### config.mk
export PLATFORM = sky130hd
export DESIGN_NAME = icache_flush_ctrl_flat
export DESIGN_NICKNAME = d
export VERILOG_FILES = /design/src/rtl/icache_flush_ctrl_if.sv /design/src/rtl/icache_flush_ctrl.sv /design/src/flat_wrapper.sv
export SDC_FILE = /design/constraint.sdc
export NUM_CORES = 1
export LEC_CHECK = 0
export ABC_AREA = 1
export CAP_MARGIN = 25
export CORE_MARGIN = 1
export CORE_UTILIZATION = 45
export DETAILED_ROUTE_END_ITERATION = 8
export DONT_BUFFER_PORTS = 1
export GPL_ROUTABILITY_DRIVEN = 0
export GPL_TIMING_DRIVEN = 0
export SLEW_MARGIN = 20
export SYNTH_ARGS = -nofsm -noshare
export SYNTH_HDL_FRONTEND = slang
export SYNTH_SLANG_ARGS = --single-unit
### constraint.sdc
create_clock -name clk_i -period 2.8 [get_ports clk_i]
set_input_delay 0.56 -clock clk_i [delete_from_list [all_inputs] [get_ports clk_i]]
set_output_delay 0.56 -clock clk_i [all_outputs]
set_load 0.03 [all_outputs]
### src/rtl/icache_flush_ctrl_if.sv
// Flush-controller connection bundle: core request, refill status, cleaning counter and tag RAM.
interface icache_flush_ctrl_if #(
  parameter int ADDR_WIDTH = 8,
  parameter int WAYS       = 4
);
  logic                  flush_req_i;
  logic                  refill_busy_i;
  logic [ADDR_WIDTH-1:0] clean_addr_i;
  logic                  clean_done_i;
  logic                  flush_en_o;
  logic [WAYS-1:0]       tag_we_o;
  logic [ADDR_WIDTH-1:0] tag_addr_o;
  logic                  valid_clr_o;
  logic                  icache_stall_o;
  logic                  flush_busy_o;
  logic                  flush_ack_o;
  logic                  sweep_err_o;

  modport master (
    input  flush_req_i, refill_busy_i, clean_addr_i, clean_done_i,
    output flush_en_o, tag_we_o, tag_addr_o, valid_clr_o,
           icache_stall_o, flush_busy_o, flush_ack_o, sweep_err_o
  );

  modport slave (
    output flush_req_i, refill_busy_i, clean_addr_i, clean_done_i,
    input  flush_en_o, tag_we_o, tag_addr_o, valid_clr_o,
           icache_stall_o, flush_busy_o, flush_ack_o, sweep_err_o
  );
endinterface

### src/rtl/icache_flush_ctrl.sv
// Icache flush sequencer: drains refills, sweeps every set with an all-ways invalidate, acks.
//
// state | meaning
// IDLE  | no flush in progress
// DRAIN | lookups stalled, waiting for outstanding refill to finish
// SWEEP | one set invalidated per cycle from the cleaning counter address
// DONE  | one-cycle ack; restart if another request arrived during sweep
module icache_flush_ctrl #(
  parameter int DEPTH      = 256,
  parameter int ADDR_WIDTH = 8,
  parameter int WAYS       = 4
) (
  input logic                  clk_i,
  input logic                  rstn_i,
  icache_flush_ctrl_if.master  fl
);

  typedef enum logic [1:0] {
    S_IDLE  = 2'd0,
    S_DRAIN = 2'd1,
    S_SWEEP = 2'd2,
    S_DONE  = 2'd3
  } state_t;

  localparam logic [ADDR_WIDTH:0] CNT_LIMIT = (ADDR_WIDTH+1)'(DEPTH);
  localparam logic [ADDR_WIDTH:0] CNT_ONE   = (ADDR_WIDTH+1)'(1);

  state_t                state_q, state_d;
  logic                  pending_q, pending_d;
  logic [ADDR_WIDTH:0]   sweep_cnt_q;
  logic [ADDR_WIDTH:0]   cnt_inc;
  logic                  sweep_err_q;
  logic                  wd_trip;

  assign cnt_inc = sweep_cnt_q + CNT_ONE;
  // Watchdog fires on the DEPTH-th sweep cycle if the counter never signalled its last set.
  assign wd_trip = (state_q == S_SWEEP) && !fl.clean_done_i && (cnt_inc == CNT_LIMIT);

  always_ff @(posedge clk_i or negedge rstn_i) begin
    if (!rstn_i) begin
      state_q     <= S_IDLE;
      pending_q   <= 1'b0;
      sweep_cnt_q <= '0;
      sweep_err_q <= 1'b0;
    end else begin
      state_q   <= state_d;
      pending_q <= pending_d;
      if (state_q == S_SWEEP)
        sweep_cnt_q <= cnt_inc;
      else if (state_d == S_SWEEP)
        sweep_cnt_q <= '0;
      if (wd_trip)
        sweep_err_q <= 1'b1;
    end
  end

  always_comb begin
    state_d   = state_q;
    pending_d = pending_q;
    case (state_q)
      S_IDLE: begin
        if (fl.flush_req_i)
          state_d = S_DRAIN;
      end
      S_DRAIN: begin
        if (!fl.refill_busy_i)
          state_d = S_SWEEP;
      end
      S_SWEEP: begin
        if (fl.flush_req_i)
          pending_d = 1'b1;
        if (fl.clean_done_i || wd_trip)
          state_d = S_DONE;
      end
      S_DONE: begin
        // A request landing in DONE itself counts as pending for the restart decision.
        state_d   = (pending_q || fl.flush_req_i) ? S_DRAIN : S_IDLE;
        pending_d = 1'b0;
      end
      default: state_d = S_IDLE;
    endcase
  end

  always_comb begin
    fl.flush_en_o     = 1'b0;
    fl.tag_we_o       = '0;
    fl.tag_addr_o     = '0;
    fl.valid_clr_o    = 1'b0;
    fl.icache_stall_o = 1'b0;
    fl.flush_ack_o    = 1'b0;
    fl.flush_busy_o   = (state_q != S_IDLE);
    fl.sweep_err_o    = sweep_err_q;
    case (state_q)
      S_DRAIN: fl.icache_stall_o = 1'b1;
      S_SWEEP: begin
        fl.icache_stall_o = 1'b1;
        fl.flush_en_o     = 1'b1;
        fl.valid_clr_o    = 1'b1;
        fl.tag_we_o       = '1;
        fl.tag_addr_o     = fl.clean_addr_i;
      end
      S_DONE: begin
        fl.icache_stall_o = 1'b1;
        fl.flush_ack_o    = 1'b1;
      end
      default: ;
    endcase
  end

endmodule

### src/flat_wrapper.sv
// flat-port wrapper written by rule: the top's interface ports become plain ports
module icache_flush_ctrl_flat 
#(
  parameter int DEPTH      = 256,
  parameter int ADDR_WIDTH = 8,
  parameter int WAYS       = 4
)
  (clk_i, rstn_i, fl_flush_req_i, fl_refill_busy_i, fl_clean_addr_i, fl_clean_done_i, fl_flush_en_o, fl_tag_we_o, fl_tag_addr_o, fl_valid_clr_o, fl_icache_stall_o, fl_flush_busy_o, fl_flush_ack_o, fl_sweep_err_o);
  icache_flush_ctrl_if #(.ADDR_WIDTH(ADDR_WIDTH), .WAYS(WAYS)) fl_i ();
  input logic clk_i;
  input logic rstn_i;
  input wire logic [$bits(fl_i.flush_req_i)-1:0] fl_flush_req_i;
  input wire logic [$bits(fl_i.refill_busy_i)-1:0] fl_refill_busy_i;
  input wire logic [$bits(fl_i.clean_addr_i)-1:0] fl_clean_addr_i;
  input wire logic [$bits(fl_i.clean_done_i)-1:0] fl_clean_done_i;
  output wire logic [$bits(fl_i.flush_en_o)-1:0] fl_flush_en_o;
  output wire logic [$bits(fl_i.tag_we_o)-1:0] fl_tag_we_o;
  output wire logic [$bits(fl_i.tag_addr_o)-1:0] fl_tag_addr_o;
  output wire logic [$bits(fl_i.valid_clr_o)-1:0] fl_valid_clr_o;
  output wire logic [$bits(fl_i.icache_stall_o)-1:0] fl_icache_stall_o;
  output wire logic [$bits(fl_i.flush_busy_o)-1:0] fl_flush_busy_o;
  output wire logic [$bits(fl_i.flush_ack_o)-1:0] fl_flush_ack_o;
  output wire logic [$bits(fl_i.sweep_err_o)-1:0] fl_sweep_err_o;
  assign fl_i.flush_req_i = fl_flush_req_i;
  assign fl_i.refill_busy_i = fl_refill_busy_i;
  assign fl_i.clean_addr_i = fl_clean_addr_i;
  assign fl_i.clean_done_i = fl_clean_done_i;
  assign fl_flush_en_o = fl_i.flush_en_o;
  assign fl_tag_we_o = fl_i.tag_we_o;
  assign fl_tag_addr_o = fl_i.tag_addr_o;
  assign fl_valid_clr_o = fl_i.valid_clr_o;
  assign fl_icache_stall_o = fl_i.icache_stall_o;
  assign fl_flush_busy_o = fl_i.flush_busy_o;
  assign fl_flush_ack_o = fl_i.flush_ack_o;
  assign fl_sweep_err_o = fl_i.sweep_err_o;
  icache_flush_ctrl #(.DEPTH(DEPTH), .ADDR_WIDTH(ADDR_WIDTH), .WAYS(WAYS)) u_core (.clk_i(clk_i), .rstn_i(rstn_i), .fl(fl_i));
endmodule
# ---- After elaboration in Yosys (flattened, before gate mapping)
# Cells that the tools add are included.
# Widths: inputs -> output; s select.
dict set report classes {
  n_addsub 1
  multipliers 0
  div_mod_pow 0
  order_cmp 0
  n_eq_ne 6
  n_shift 0
  n_mux 14
  n_bitwise 0
  n_reduce_logical 11
}
# cell count
set op_table {}
lappend op_table {{$mux 9} 2}
lappend op_table {{$add 9x1->9 const B} 1}
lappend op_table {{$eq 9x9->1 const B} 1}
lappend op_table {{$mux 8} 1}
lappend op_table {{$pmux 2 s4} 1}
lappend op_table {{$eq 2x2->1 const B} 3}
lappend op_table {{$mux 2} 3}
lappend op_table {{$reduce_bool 2->1} 3}
lappend op_table {{$mux 1} 5}
lappend op_table {{$mux 4} 1}
lappend op_table {{$reduce_or 3->1} 1}
lappend op_table {{$eq 2x1->1 const B} 1}
lappend op_table {{$logic_and 1x1->1} 2}
lappend op_table {{$logic_not 2->1} 1}
lappend op_table {{$logic_or 1x1->1} 2}
lappend op_table {{$ne 2x2->1 const B} 1}
lappend op_table {{$pmux 1 s2} 1}
lappend op_table {{$reduce_and 2->1} 1}
lappend op_table {{$logic_not 1->1} 1}
dict set report totals {
  regBits 13
  latch_bits 0
  ramBits 0
  rom_bits 0
  input_bits 13
  out_inout_bits 18
  word_cells 36
  n_memories 0
}

# ---- Depth between registers and ports, before layout
# Gate-level depths: netlist of the first run.
dict set report depth {
  ltp_word 9
  ltp_mapped 11
  mapped_depth_nobuf 11
}

# ---- Worst setup path before layout of the first run
# OpenSTA, ideal clock, no wires.
dict set report synth_timing {
  kind {register to output}
  from {register u_core.state_q[0]}
  to {output port fl_tag_addr_o[0]}
  arrival_ps 1657
  required_time_ps 2240
  setup_slack_ps 583
  stages_incl_launch_ff 5
  n_path_buf 1
  path_cell_list {dfrtp_1 > nor2_2 > inv_1 > clkbuf_1 > nor2_1}
}
dict set report synth_via {
  elab_chain_cells 2
}
# element line
set synth_lines {}
lappend synth_lines {{start, declared} icache_flush_ctrl.sv:28} ;# state_t state_q, state_d;
lappend synth_lines {{start signal, assigned} icache_flush_ctrl.sv:46} ;# state_q <= state_d;
lappend synth_lines {{$eq 2x2->1} icache_flush_ctrl.sv:93} ;# case (state_q)
lappend synth_lines {{$mux 8} icache_flush_ctrl.sv:93}
lappend synth_lines {{end, declared} flat_wrapper.sv:18} ;# output wire logic [$bits(fl_i.tag_addr_o)-1:0] fl_tag_addr_o;
# Every way passes these cells.

# ---- Worst setup path after layout of the first run
dict set report layout_timing {
  from {register u_core.state_q[0]}
  to {output port fl_tag_addr_o[4]}
}
# Same word-level chain as after synthesis.

==> reports/results.ini, run 1 <==
[outcome]
outcome=finished clean

[clock_tree]
clock_latency_ns=0.27
cts_tree=built
cts_setup_buffers=0
h-tree-depth=1
cts_buffers=3
root_buffer=clkbuf_4
cts_sinks=13
clkTransAtPathRegs_ns=0.08
cts_buffer_depth=2

[grt]
busiest_layer=met2
grt.met3_usage_pct=4.80
grt_usage_pct=17.2
grt_pass1_wl_um=2520
first_global_vias=608
grt_util_met2_pct=26.1
grt_use_met1_pct=22.9
antenna_found_initial=0
grt_max_degree=15
grt_overflow=0

[min_path]
hp-class=in2reg

[setup_path]
crit_path_start_kind=flop
required_ns=2.24
crit_path_max_fanout=14
crit_type=reg2out
end_kind=output port
arrival_ns=1.93

[drt]
drt_iter0_markers=7
viasPerCell=4.75
post_drt_wl_per_cell_um=10.4
final_antenna_net_count=0
drc=0
vias=718
firstDrtPassIters=4
drt_wl_total_um=1570

[sta]
slew_violations=0
period_share_pct=88.9
fin_tns_setup_ns=0
finalHoldViolCount=0
slew_headroom_pct=59.2
skew_ns=0.00305
max_slew.worst_pin.slew_ns=0.610
max_freq_mhz=402
rsz0062_at_grt=no
setup_violations=0
layout_min_cycle_time_ns=2.49

[floorplanning]
initial_utilization_pct=48.0
num_rows=15
die_h_um=45.2
die_w_um=45.2
coreArea_um2=1750
ioPinCount=31
fp.dieArea_um2=2040

[logic_synthesis]
synth.mux.area_fraction_pct=0
yosys_register_bits=13
synthAdderAreaFrac_pct=1.49
synth_xor_area_share_pct=1.04
synth.distinct_cells=21
avgSynthCellArea_um2=6.93
synth.yosys.seq_area_share_pct=38.8
synth_cells=121
synth_top_family_by_area=simple AND/OR/NAND/NOR gates
syn_nets=135
synth_compound_area_share_pct=12.4
syn_area_um2=838
yosys_warnings=0
synthSimpleGateAreaFrac_pct=31.5

[finish]
final_core_util_pct=52.2
fin_nets=141
n_antenna_cell=0
syn2layout_area_growth_pct=8.66
drive_above_1_share_pct=17.5

[pwr]
power.total_uw=816
ir_drop_mv=0.474
power_density_nw_per_um2=895
leakage_nw=0.468

[job]
drv_cap=0

[placement]
dpl.hpwl_um=1170
io_buffers=0

## area by class of cell
type	count	area, µm²
buffer	6	41.3
clock buffer	4	26.3
fill	178	835
inverter	22	82.6
multi-input combinational	80	394
sequential	13	325
tap	25	31.3
timing repair buffer	1	10.0
## placed cells by master (no fill, tap or decap)
master          n
a21oi_1         2
ha_1            1
xor2_1          1
nor2_2          3
dlygate4sd3_1   1
nand3_1         5
o21ai_1         4
nand4_1         1
buf_4           5
clkbuf_4        3
nand3_2         1
o22ai_1         2
a21oi_2         1
inv_2           3
o21bai_1        1
nand2_2         4
nor2_1         15
inv_1          19
o21ai_0         9
clkbuf_1        2
nor2_4          2
dfrtp_1        13
nand2_1        28
## repair_timing
action | CTS | global route
endpoints found under the setup margin | 0 | 8
hold endpoints to repair | 13 | 0
hold buffers | 1 | 0
resized for setup | 0 | 1
## critical path, stage by stage, from the launching register on
cell and delay [ns]:
dfrtp_1 0.44, nor2_4 0.42, inv_1 0.10, clkbuf_1 0.23
nor2_1 0.47
## layer usage
| layer | wire [µm] | up-vias | share of wire (%) |
|---|---|---|---|
| li1 | - | 380 | - |
| met4 | 16 | 0 | 1.0 |
| met1 | 777 | 316 | 49 |
| met5 | 0 | - | 0 |
| met2 | 726 | 20 | 46 |
| met3 | 52 | 2 | 3.3 |
## logic make-up after synthesis
logic type               after synthesis
AO/OA/AOI/OAI                         19
XOR/XNOR                               1
adder cells (fa/ha/maj)                1
buffers and inverters                 28
flip-flops                            13
AND/OR/NAND/NOR                       59
## registers in the layout, indices dropped and copies added, names as in the netlist
signal and flops:
u_core.sweep_cnt_q 9, u_core.state_q 2, u_core.fl.sweep_err_o 1, u_core.pending_q 1
## through the flow
step	cell area [µm²]	instances	worst slack (ns)	hold slack, ns
4_1_cts	906	151	0.0343	0.441
2_1_floorplan	838	121	0.583	0.264
3_5_place_dp	870	146	0.337	0.265
5_1_grt	911	151	0.130	0.437
6_report	911	151	0.311	0.447
3_3_place_gp	870	146	0.343	0.265
## power breakdown
part	internal, mW	switching [mW]
clock network	0.0551	0.0607
logic	0.0956	0.349
registers	0.223	0.0318
total	0.374	0.442
## final timing paths
check                      slack [ns]                                 to  cells after the start                          from
hold / removal                   0.45        u_core.state_q[0]$_DFF_PN0_                      2                fl_flush_req_i
setup reg to reg                 1.14  u_core.sweep_cnt_q[6]$_DFFE_PN0P_                      5   u_core.state_q[0]$_DFF_PN0_
hold reg to reg                  0.55       u_core.pending_q$_DFFE_PN0P_                      2  u_core.pending_q$_DFFE_PN0P_
setup / recovery                 0.31                   fl_tag_addr_o[4]                      4   u_core.state_q[0]$_DFF_PN0_
min in group asynchronous        0.73  u_core.sweep_cnt_q[5]$_DFFE_PN0P_                      1                        rstn_i
max in group asynchronous        1.67        u_core.state_q[1]$_DFF_PN0_                      1                        rstn_i
## Yosys cell counts
| cell | number | area [µm²] |
|---|---|---|
| a21oi_1 | 2 | 10.0 |
| a21oi_2 | 1 | 8.76 |
| nor2_2 | 4 | 25.0 |
| nand3_2 | 1 | 10.0 |
| dfrtp_1 | 13 | 325 |
| buf_4 | 5 | 37.5 |
| inv_1 | 19 | 71.3 |
| nand3_1 | 5 | 25.0 |
| o21ai_1 | 4 | 20.0 |
| o21bai_1 | 1 | 7.51 |
| ha_1 | 1 | 12.5 |
| nand2_2 | 4 | 25.0 |
| nand2_1 | 28 | 105 |
| nand4_1 | 1 | 6.26 |
| clkbuf_1 | 1 | 3.75 |
| o21ai_0 | 9 | 45.0 |
| inv_2 | 3 | 11.3 |
| nor2_4 | 1 | 11.3 |
| nor2_1 | 15 | 56.3 |
| o22ai_1 | 2 | 12.5 |
| xor2_1 | 1 | 8.76 |
Power figures use the tool's default switching activity.
==> inputs of run 2 (changes only) <==
--- a/config.mk
+++ b/config.mk
@@ -5,7 +5,7 @@
 export SDC_FILE = /design/constraint.sdc
 export NUM_CORES = 1
 export LEC_CHECK = 0
-export ABC_AREA = 1
+export ABC_CLOCK_PERIOD_IN_PS = 2800
 export CAP_MARGIN = 25
 export CORE_MARGIN = 1
 export CORE_UTILIZATION = 45
==> constraint.sdc (replaced) <==
create_clock -name clk_i -period 2.8 [get_ports clk_i]
set_input_delay 0.42 -clock clk_i [delete_from_list [all_inputs] [get_ports clk_i]]
set_output_delay 0.42 -clock clk_i [all_outputs]
set_load 0.03 [all_outputs]
==> run 2 against run 1 <==
Against the previous run: synthesized cell count shrank 17%; global-route usage grew 1.2 points; cell count shrank 14%; sequential share of layout area shrank 0.67 points; critical path depth grew 1; critical path type unchanged; total power grew 8.2%.
==> reports/results.ini, run 2 <==
[grt]
grt_max_degree=16
grt_pass1_wl_um=2680
first_global_vias=622
grt_overflow=0
antenna_found_initial=0
grt_usage_pct=18.4

[logic_synthesis]
yosysMostFrequentCell=dfrtp_1
yosysTopAreaCell=dfrtp_1
yosys_register_bits=13
synthTopCellsByCount=13 x dfrtp_1, 11 x nor2_1, 9 x and2_1, 9 x o21ai_0, 8 x buf_4
synth.mux.area_fraction_pct=2.33
avgSynthCellArea_um2=8.61
synth_compound_area_share_pct=21.9
synth_top_family_by_area=simple AND/OR/NAND/NOR gates
synth_cells=100
async_reset_ff_share_pct=100
synthSimpleGateAreaFrac_pct=24.6
synth_edf_count=0
synth_top_area_share_pct=37.8
synth.yosys.seq_area_share_pct=37.8
synthFlopType=dfrtp_1
yosys-top-cells-area=dfrtp_1 38%, buf_4 7.0%, and2_1 6.5%, o21ai_0 5.2%, nor2_1 4.8%
synth_xor_area_share_pct=1.02
syn_area_um2=861
synth.distinct_cells=30
synthAdderAreaFrac_pct=1.45
yosys_warnings=0
syn_nets=114

[sta]
max_freq_mhz=443
fin_tns_setup_ns=0
skew_ns=0.00327
slew_violations=0
setup_violations=0
setup_slack_ns=0.544
finalHoldViolCount=0
rsz0062_at_grt=no
layout_min_cycle_time_ns=2.26
max_slew.worst_pin.slew_ns=0.627
period_share_pct=80.6
slew_headroom_pct=58.0

[drt]
viasPerCell=5.62
vias=731
firstDrtPassIters=4
drc=0
drt_iter0_markers=19
post_drt_wl_per_cell_um=13.6
drt_wl_total_um=1770
final_antenna_net_count=0

[finish]
drive_above_1_share_pct=18.1
fin_nets=120
reg_top3=u_core.sweep_cnt_q (9), u_core.state_q (2)
n_antenna_cell=0
final_core_util_pct=52.6
syn2layout_area_growth_pct=7.85
top_register=u_core.sweep_cnt_q
mostFrequentLayoutCells=13 x dfrtp_1, 11 x nor2_1, 9 x and2_1, 9 x o21ai_0, 8 x buf_4
largest_reg_flops=9
layout_commonest_cell=dfrtp_1

[clock_tree]
cts_sinks=13
cts_tree=built
clkTransAtPathRegs_ns=0.09
h-tree-depth=1
cts_buffers=3
root_buffer=clkbuf_4
cts_setup_buffers=0
cts_buffer_depth=2
clock_latency_ns=0.28

[floorplanning]
initial_utilization_pct=48.8
die_h_um=45.7
ioPinCount=31
num_rows=15
coreArea_um2=1760
die_w_um=45.7
fp.dieArea_um2=2090

[placement]
dpl.hpwl_um=1250
io_buffers=0
post-place-ws_ns=0.866

[job]
drv_cap=0

[setup_path]
required_ns=2.38
crit_type=reg2out
arrival_ns=1.84
end_kind=output port
crit_path_start_kind=flop
crit_path_max_fanout=15

[pwr]
power.total_uw=883
leakage_nw=0.405
ir_drop_mv=0.450
power_density_nw_per_um2=951

[min_path]
hp-class=in2reg

[outcome]
outcome=finished clean

==> run 2: changes by cell type after synthesis, moves of 3 or more <==
cell	before	now
a21oi_1	2	5
and2_1	0	9
buf_4	5	8
inv_1	19	1
nand2_1	28	6
nand2_2	4	0
nor2_1	15	11
nor2_2	4	0
o31ai_1	0	3
==> run 2: final timing paths <==
check	startpoint	to	slack [ns]	cells past startpoint
setup / recovery	u_core.state_q[0]$_DFF_PN0_	fl_tag_addr_o[2]	0.54	5
hold / removal	fl_flush_req_i	u_core.pending_q$_DFFE_PN0P_	0.29	2
setup reg to reg	u_core.sweep_cnt_q[0]$_DFFE_PN0P_	u_core.state_q[0]$_DFF_PN0_	1.29	5
hold reg to reg	u_core.pending_q$_DFFE_PN0P_	u_core.pending_q$_DFFE_PN0P_	0.50	2
max in group asynchronous	rstn_i	u_core.sweep_cnt_q[1]$_DFFE_PN0P_	1.81	1
min in group asynchronous	rstn_i	u_core.pending_q$_DFFE_PN0P_	0.59	1
==> run 2: worst max-delay path, stage by stage, from the launching register on <==
cell      delay, ns
dfrtp_1        0.46
nand2b_1       0.19
buf_6          0.15
inv_2          0.14
buf_4          0.26
and2_1         0.35
==> run 2: per-stage QoR <==
stage	cells	hold slack (ns)	cell area (µm²)
finish	130	0.289	928
global route	130	0.312	928
CTS	130	0.283	928
detailed placement	125	0.125	892
global placement	125	0.125	892
floorplan	100	0.124	861
==> run 2: per-layer routing <==
| layer | share of wire [%] | global-route usage, % | routed length [µm] |
|---|---|---|---|
| met2 | 45 | 30.3 | 795 |
| met4 | 1.4 | 8.82 | 24 |
| met3 | 4.5 | 3.57 | 79 |
| met1 | 49 | 23.0 | 873 |
| met5 | 0 | 0 | 0 |
==> run 2: logic make-up after synthesis <==
group | Yosys count
AOI/OAI and AO/OA | 29
xor gates and xnor gates | 1
adders and majority gates | 1
buffers and inverters | 13
DFF | 13
muxes | 2
and+or+nand+nor | 41
==> run 2: layout make-up <==
class	count	area [µm²]
Fill cell	182	836
Multi-Input combinational cell	74	442
Sequential cell	13	325
Buffer	10	82.6
Tap cell	25	31.3
Clock buffer	4	26.3
Inverter	3	11.3
Timing Repair Buffer	1	10.0
==> run 2: report_power, final <==
| part | internal (mW) | total, mW | switching, mW |
|---|---|---|---|
| Combinational | 0.155 | 0.476 | 0.321 |
| Sequential | 0.229 | 0.284 | 0.0549 |
| Clock | 0.0554 | 0.123 | 0.0677 |
==> run 2: what timing repair did <==
action,CTS,global route
resized for setup,0,0
hold buffers,1,0
hold endpoints to repair,13,0
